===== config.mk =====
export PLATFORM = sky130hd
export DESIGN_NAME = poli_crc_controller
export DESIGN_NICKNAME = d
export VERILOG_FILES = /design/src/rtl/poli_crc_controller.sv
export SDC_FILE = /design/constraint.sdc
export NUM_CORES = 1
export LEC_CHECK = 0
export ABC_CLOCK_PERIOD_IN_PS = 7700
export CORE_MARGIN = 8
export CORE_UTILIZATION = 41
export CTS_CLUSTER_SIZE = 14
export DETAILED_ROUTE_END_ITERATION = 7
export PLACE_DENSITY_LB_ADDON = 0.05
export SYNTH_ARGS = -nofsm -noshare
export SYNTH_HDL_FRONTEND = slang
export SYNTH_SLANG_ARGS = --single-unit

===== constraint.sdc =====
create_clock -name CLK -period 7.7 [get_ports CLK]
set_input_delay 1.54 -clock CLK [delete_from_list [all_inputs] [get_ports CLK]]
set_output_delay 1.54 -clock CLK [all_outputs]
set_load 0.1 [all_outputs]

===== src/rtl/poli_crc_controller.sv =====
// POLI CRC controller: register-mapped sequencer around a bit-serial,
// MSB-first CRC engine with a one-word input holding buffer.
module poli_crc_controller #(
    parameter int                   WORD_SIZE = 32,
    parameter logic [WORD_SIZE-1:0] POLY      = 32'h04C11DB7,
    parameter logic [WORD_SIZE-1:0] SEED      = 32'hFFFFFFFF,
    parameter logic [WORD_SIZE-1:0] XOROUT    = 32'hFFFFFFFF
) (
    input  logic                 CLK,
    input  logic                 RST,
    input  logic                 wen,
    input  logic                 ren,
    input  logic [3:0]           regsel,
    input  logic [WORD_SIZE-1:0] wdata,
    output logic [WORD_SIZE-1:0] rdata,
    output logic                 busy,
    output logic                 done_irq
);

    localparam int              CW       = $clog2(WORD_SIZE);
    localparam logic [CW-1:0]   LAST_BIT = CW'(WORD_SIZE - 1);

    localparam logic [3:0] SEL_CONTROL = 4'd6;
    localparam logic [3:0] SEL_STATUS  = 4'd7;
    localparam logic [3:0] SEL_INPUT   = 4'd8;
    localparam logic [3:0] SEL_OUTPUT  = 4'd9;

    typedef enum logic [2:0] {
        IDLE,
        ARMED,
        SHIFT,
        FINAL,
        DONE
    } state_t;

    state_t                 state;
    logic [WORD_SIZE-1:0]   crc;
    logic [WORD_SIZE-1:0]   shift_reg;
    logic [WORD_SIZE-1:0]   hold;
    logic [WORD_SIZE-1:0]   out_reg;
    logic [CW-1:0]          cnt;
    logic                   hold_full;
    logic                   finish_pend;
    logic                   done;
    logic                   overflow;
    logic                   err;

    logic                   fb;
    logic [WORD_SIZE-1:0]   crc_nxt;
    logic                   accepting;
    logic                   drain;
    logic                   ctrl_wr;
    logic                   in_wr;
    logic [WORD_SIZE-1:0]   status;

    // Next CRC value for one serial bit, plus decode of the current cycle's
    // bus request. A hold drain this edge frees the buffer for a same-edge write.
    always_comb begin
        fb        = crc[WORD_SIZE-1] ^ shift_reg[WORD_SIZE-1];
        crc_nxt   = {crc[WORD_SIZE-2:0], 1'b0} ^ (fb ? POLY : '0);
        accepting = (state == ARMED) || (state == SHIFT);
        drain     = hold_full && ((state == ARMED) ||
                                  ((state == SHIFT) && (cnt == LAST_BIT)));
        ctrl_wr   = wen && (regsel == SEL_CONTROL);
        in_wr     = wen && (regsel == SEL_INPUT);
        status    = {{(WORD_SIZE-6){1'b0}}, finish_pend, err, overflow,
                     hold_full, done, busy};
    end

    assign busy = (state != IDLE) && (state != DONE);

    // Sequencer, register file and read port. Bus writes are applied after
    // the engine step so START/ABORT and buffer fills override it.
    always_ff @(posedge CLK or posedge RST) begin
        if (RST) begin
            state       <= IDLE;
            crc         <= '0;
            shift_reg   <= '0;
            hold        <= '0;
            out_reg     <= '0;
            cnt         <= '0;
            hold_full   <= 1'b0;
            finish_pend <= 1'b0;
            done        <= 1'b0;
            overflow    <= 1'b0;
            err         <= 1'b0;
            rdata       <= '0;
            done_irq    <= 1'b0;
        end else begin
            done_irq <= 1'b0;

            // reads sample pre-write contents
            if (ren) begin
                case (regsel)
                    SEL_CONTROL: rdata <= '0;
                    SEL_STATUS:  rdata <= status;
                    SEL_INPUT:   rdata <= hold;
                    SEL_OUTPUT:  rdata <= out_reg;
                    default:     ;
                endcase
            end

            case (state)
                ARMED: begin
                    if (hold_full) begin
                        shift_reg <= hold;
                        hold_full <= 1'b0;
                        cnt       <= '0;
                        state     <= SHIFT;
                    end else if (finish_pend) begin
                        state <= FINAL;
                    end
                end
                SHIFT: begin
                    crc       <= crc_nxt;
                    shift_reg <= {shift_reg[WORD_SIZE-2:0], 1'b0};
                    cnt       <= cnt + 1'b1;
                    if (cnt == LAST_BIT) begin
                        if (hold_full) begin
                            // back-to-back word, no bubble
                            shift_reg <= hold;
                            hold_full <= 1'b0;
                            cnt       <= '0;
                        end else begin
                            state <= ARMED;
                        end
                    end
                end
                FINAL: begin
                    out_reg     <= crc ^ XOROUT;
                    done        <= 1'b1;
                    finish_pend <= 1'b0;
                    done_irq    <= 1'b1;
                    state       <= DONE;
                end
                default: ;
            endcase

            if (in_wr) begin
                if (!accepting) begin
                    err <= 1'b1;
                end else if (hold_full && !drain) begin
                    overflow <= 1'b1;
                end else begin
                    hold      <= wdata;
                    hold_full <= 1'b1;
                end
            end

            if (ctrl_wr) begin
                if (wdata[2]) begin
                    // abort keeps out_reg so the last result stays readable
                    state       <= IDLE;
                    hold_full   <= 1'b0;
                    finish_pend <= 1'b0;
                    done        <= 1'b0;
                    overflow    <= 1'b0;
                    err         <= 1'b0;
                    done_irq    <= 1'b0;
                end else if (wdata[0]) begin
                    state       <= ARMED;
                    crc         <= SEED;
                    shift_reg   <= '0;
                    cnt         <= '0;
                    hold_full   <= 1'b0;
                    finish_pend <= wdata[1];
                    done        <= 1'b0;
                    overflow    <= 1'b0;
                    err         <= 1'b0;
                    done_irq    <= 1'b0;
                end else if (wdata[1]) begin
                    if (accepting)
                        finish_pend <= 1'b1;
                    else if ((state == IDLE) || (state == DONE))
                        err <= 1'b1;
                end
            end
        end
    end

endmodule


==> flow_summary.yaml <==
final_layout:
  diodes: 0
  area_delta_synth_final_pct: 17.9
  drive_gt1_share_pct: 14.4
  fillers: 1791
  layout.nets: 819
floorplanning:
  dieHeight_um: 156
  dieArea_mm2: 0.0244
  coreArea_mm2: 0.0194
  die_w_um: 156
  start_util_pct: 41.6
  io_pins: 74
  rows: 51
timing:
  maxSlewViolCount: 0
  fin_skew_ps: 12.6
  period_share_pct: 59.7
  worstMarginPinSlew_ps: 1200
  setup_violations: 0
  hold_viol: 0
  tns_ps: 0
  layout_min_cycle_time_ps: 4600
  max_freq_ghz: 0.218
  rsz0062_at_grt: "no"
  max_slew_margin_pct: 19.9
synth:
  synthTopCellsByArea: "dfrtp_1 54%, mux2_4 5.6%, a21oi_1 4.3%, nand2_1 4.3%, mux2i_1 4.1%"
  yosysSeqAreaShare_pct: 53.9
  ys_ff_latch: 174
  ys.flop_type: "dfrtp_1"
  avgSynthCellArea_um2: 11.0
  yosysMostFrequentCell: "dfrtp_1"
  async_flop_share_pct: 100
  syn_nets: 777
  synth-edff-count: 0
  synthesis.instances: 735
  synth_top_area_share_pct: 53.9
  synth_common_cells: "174 x dfrtp_1, 93 x nand2_1, 70 x a21oi_1, 33 x mux2i_1, 30 x mux2_4"
  post-synth-top-area-cell: "dfrtp_1"
  ys_types: 52
  syn-cell-area_mm2: 0.00808
  synth_warnings: 0
cts:
  cts_num_sinks: 174
  cts_resized: 0
  clk_latency_ps: 430
  cts_root_buf: "clkbuf_16"
  cts_setup_buffers: 0
  clk_pin_slew_worst_paths_ps: 70
  postCtsHoldBufs: 0
  htree_levels: 4
  cts_tree: "done"
  clockBufferDepth: 2
  cts_buffers: 17
critical_path:
  required_ps: 6160
  worstSetupStartpointType: "flip-flop"
  worstPathArrival_ps: 3060
  endpoint_kind: "output port"
  crit_fanout: 40
  path_class: "flip-flop to output port"
global_routing:
  grt_pass1_wl_um: 32800
  grtUsageTotal_pct: 17.3
  grt-ovfl-total: 0
  grt_pass1_vias: 5692
  antenna_found_initial: 0
  grt_max_degree: 102
pwr:
  ir_drop_mv: 0.173
  p_per_area_mw_per_mm2: 366
  p_leak_nw: 4.22
  p_total_mw: 3.48
routing:
  vias_per_cell: 5.49
  drt_iter0_markers: 633
  routed_wirelength_um: 20500
  detail-route-antenna-nets: 0
  via_count: 5795
  wl_per_cell_um: 19.4
  drtPass1Iterations: 6
  drc_errors: 0
run:
  drv_cap: 0
placed_design:
  place_congestion: 0.809
  dp_hpwl_um: 13400
  portBuffers: 73
min_path:
  min_path_type: "flip-flop to flip-flop"
outcome:
  status: "finished, final reports clean"
==> through the flow <==
stage / hold WS, ps / util (%) / setup slack (ps) / instances / instance area [µm²]
2_1_floorplan: 448 / - / 1440 / 735 / 8080
5_1_grt: 501 / 49.1 / 2960 / 1055 / 9520
4_1_cts: 486 / 49.1 / 3110 / 1055 / 9520
3_5_place_dp: 470 / 46.1 / 3590 / 1023 / 8940
6_report: 479 / 49.1 / 3100 / 1055 / 9520
3_3_place_gp: 462 / 46.1 / 3600 / 1023 / 8940
==> kinds of logic after synthesis <==
logic type | count (synthesis) | synth area share (%)
buf+inv | 68 | 4.06
xor+xnor | 15 | 1.63
mux | 65 | 9.95
simple gates | 208 | 13.0
flops | 174 | 53.9
compound gates | 203 | 17.1
fa+ha+maj | 2 | 0.310
==> path summary, 6_finish.rpt <==
kind                                        start                 endpoint  slack, ps  depth (start not counted)
min reg2reg                out_reg[7]$_DFFE_PP0P_   out_reg[7]$_DFFE_PP0P_        480                          2
max                            state[0]$_DFF_PP0_                     busy       3100                          3
min                        out_reg[7]$_DFFE_PP0P_   out_reg[7]$_DFFE_PP0P_        480                          2
max reg2reg                    state[0]$_DFF_PP0_     hold[19]$_DFFE_PP0P_       4630                          4
min in group asynchronous                     RST   out_reg[1]$_DFFE_PP0P_       1690                          2
max in group asynchronous                     RST  out_reg[28]$_DFFE_PP0P_       4470                          3
==> placed cells by master, fill, tap and decap left out, types with 14 or more instances in the layout <==
cell type / count
nand2_1: 93
nor2b_1: 28
dfrtp_1: 174
o2bb2ai_1: 27
mux2_4: 30
xnor2_1: 14
mux2i_1: 33
o211ai_1: 14
o21ai_0: 24
nand3_1: 22
or2_2: 29
clkdlybuf4s50_1: 72
clkbuf_16: 17
a222oi_1: 28
a21oi_1: 70
nor2_1: 14
==> per-layer routing <==
layer  global-route usage (%)  part of all wire, %  up-vias
li1                         -                    -     2717
met1                     24.7                   48     2904
met2                     26.0                   46      153
met3                     3.39                  3.9       21
met4                     5.03                  1.4        0
met5                        0                    0        -
==> where the power goes <==
| group | switching (mW) | internal (mW) |
|---|---|---|
| combinational | 0.650 | 0.540 |
| sequential | 0.270 | 1.19 |
| clock | 0.397 | 0.440 |
| total | 1.32 | 2.17 |
==> layout make-up <==
class | instances | area [µm²] | area share (%)
clock buffers | 18 | 439 | 4.61
clock inverters | 14 | 143 | 1.50
inverters | 8 | 35.0 | 0.368
multi-input cells | 493 | 3420 | 35.9
flip-flops and latches | 174 | 4350 | 45.7
well taps | 265 | 332 | 3.48
repair buffers | 83 | 801 | 8.41
==> critical path, stage by stage, from the launching register on <==
cell	delay [ps]
dfrtp_1	1140
nor2_1	220
inv_1	120
clkdlybuf4s50_1	1140
Note: power is estimated with default switching activity, not from simulation.
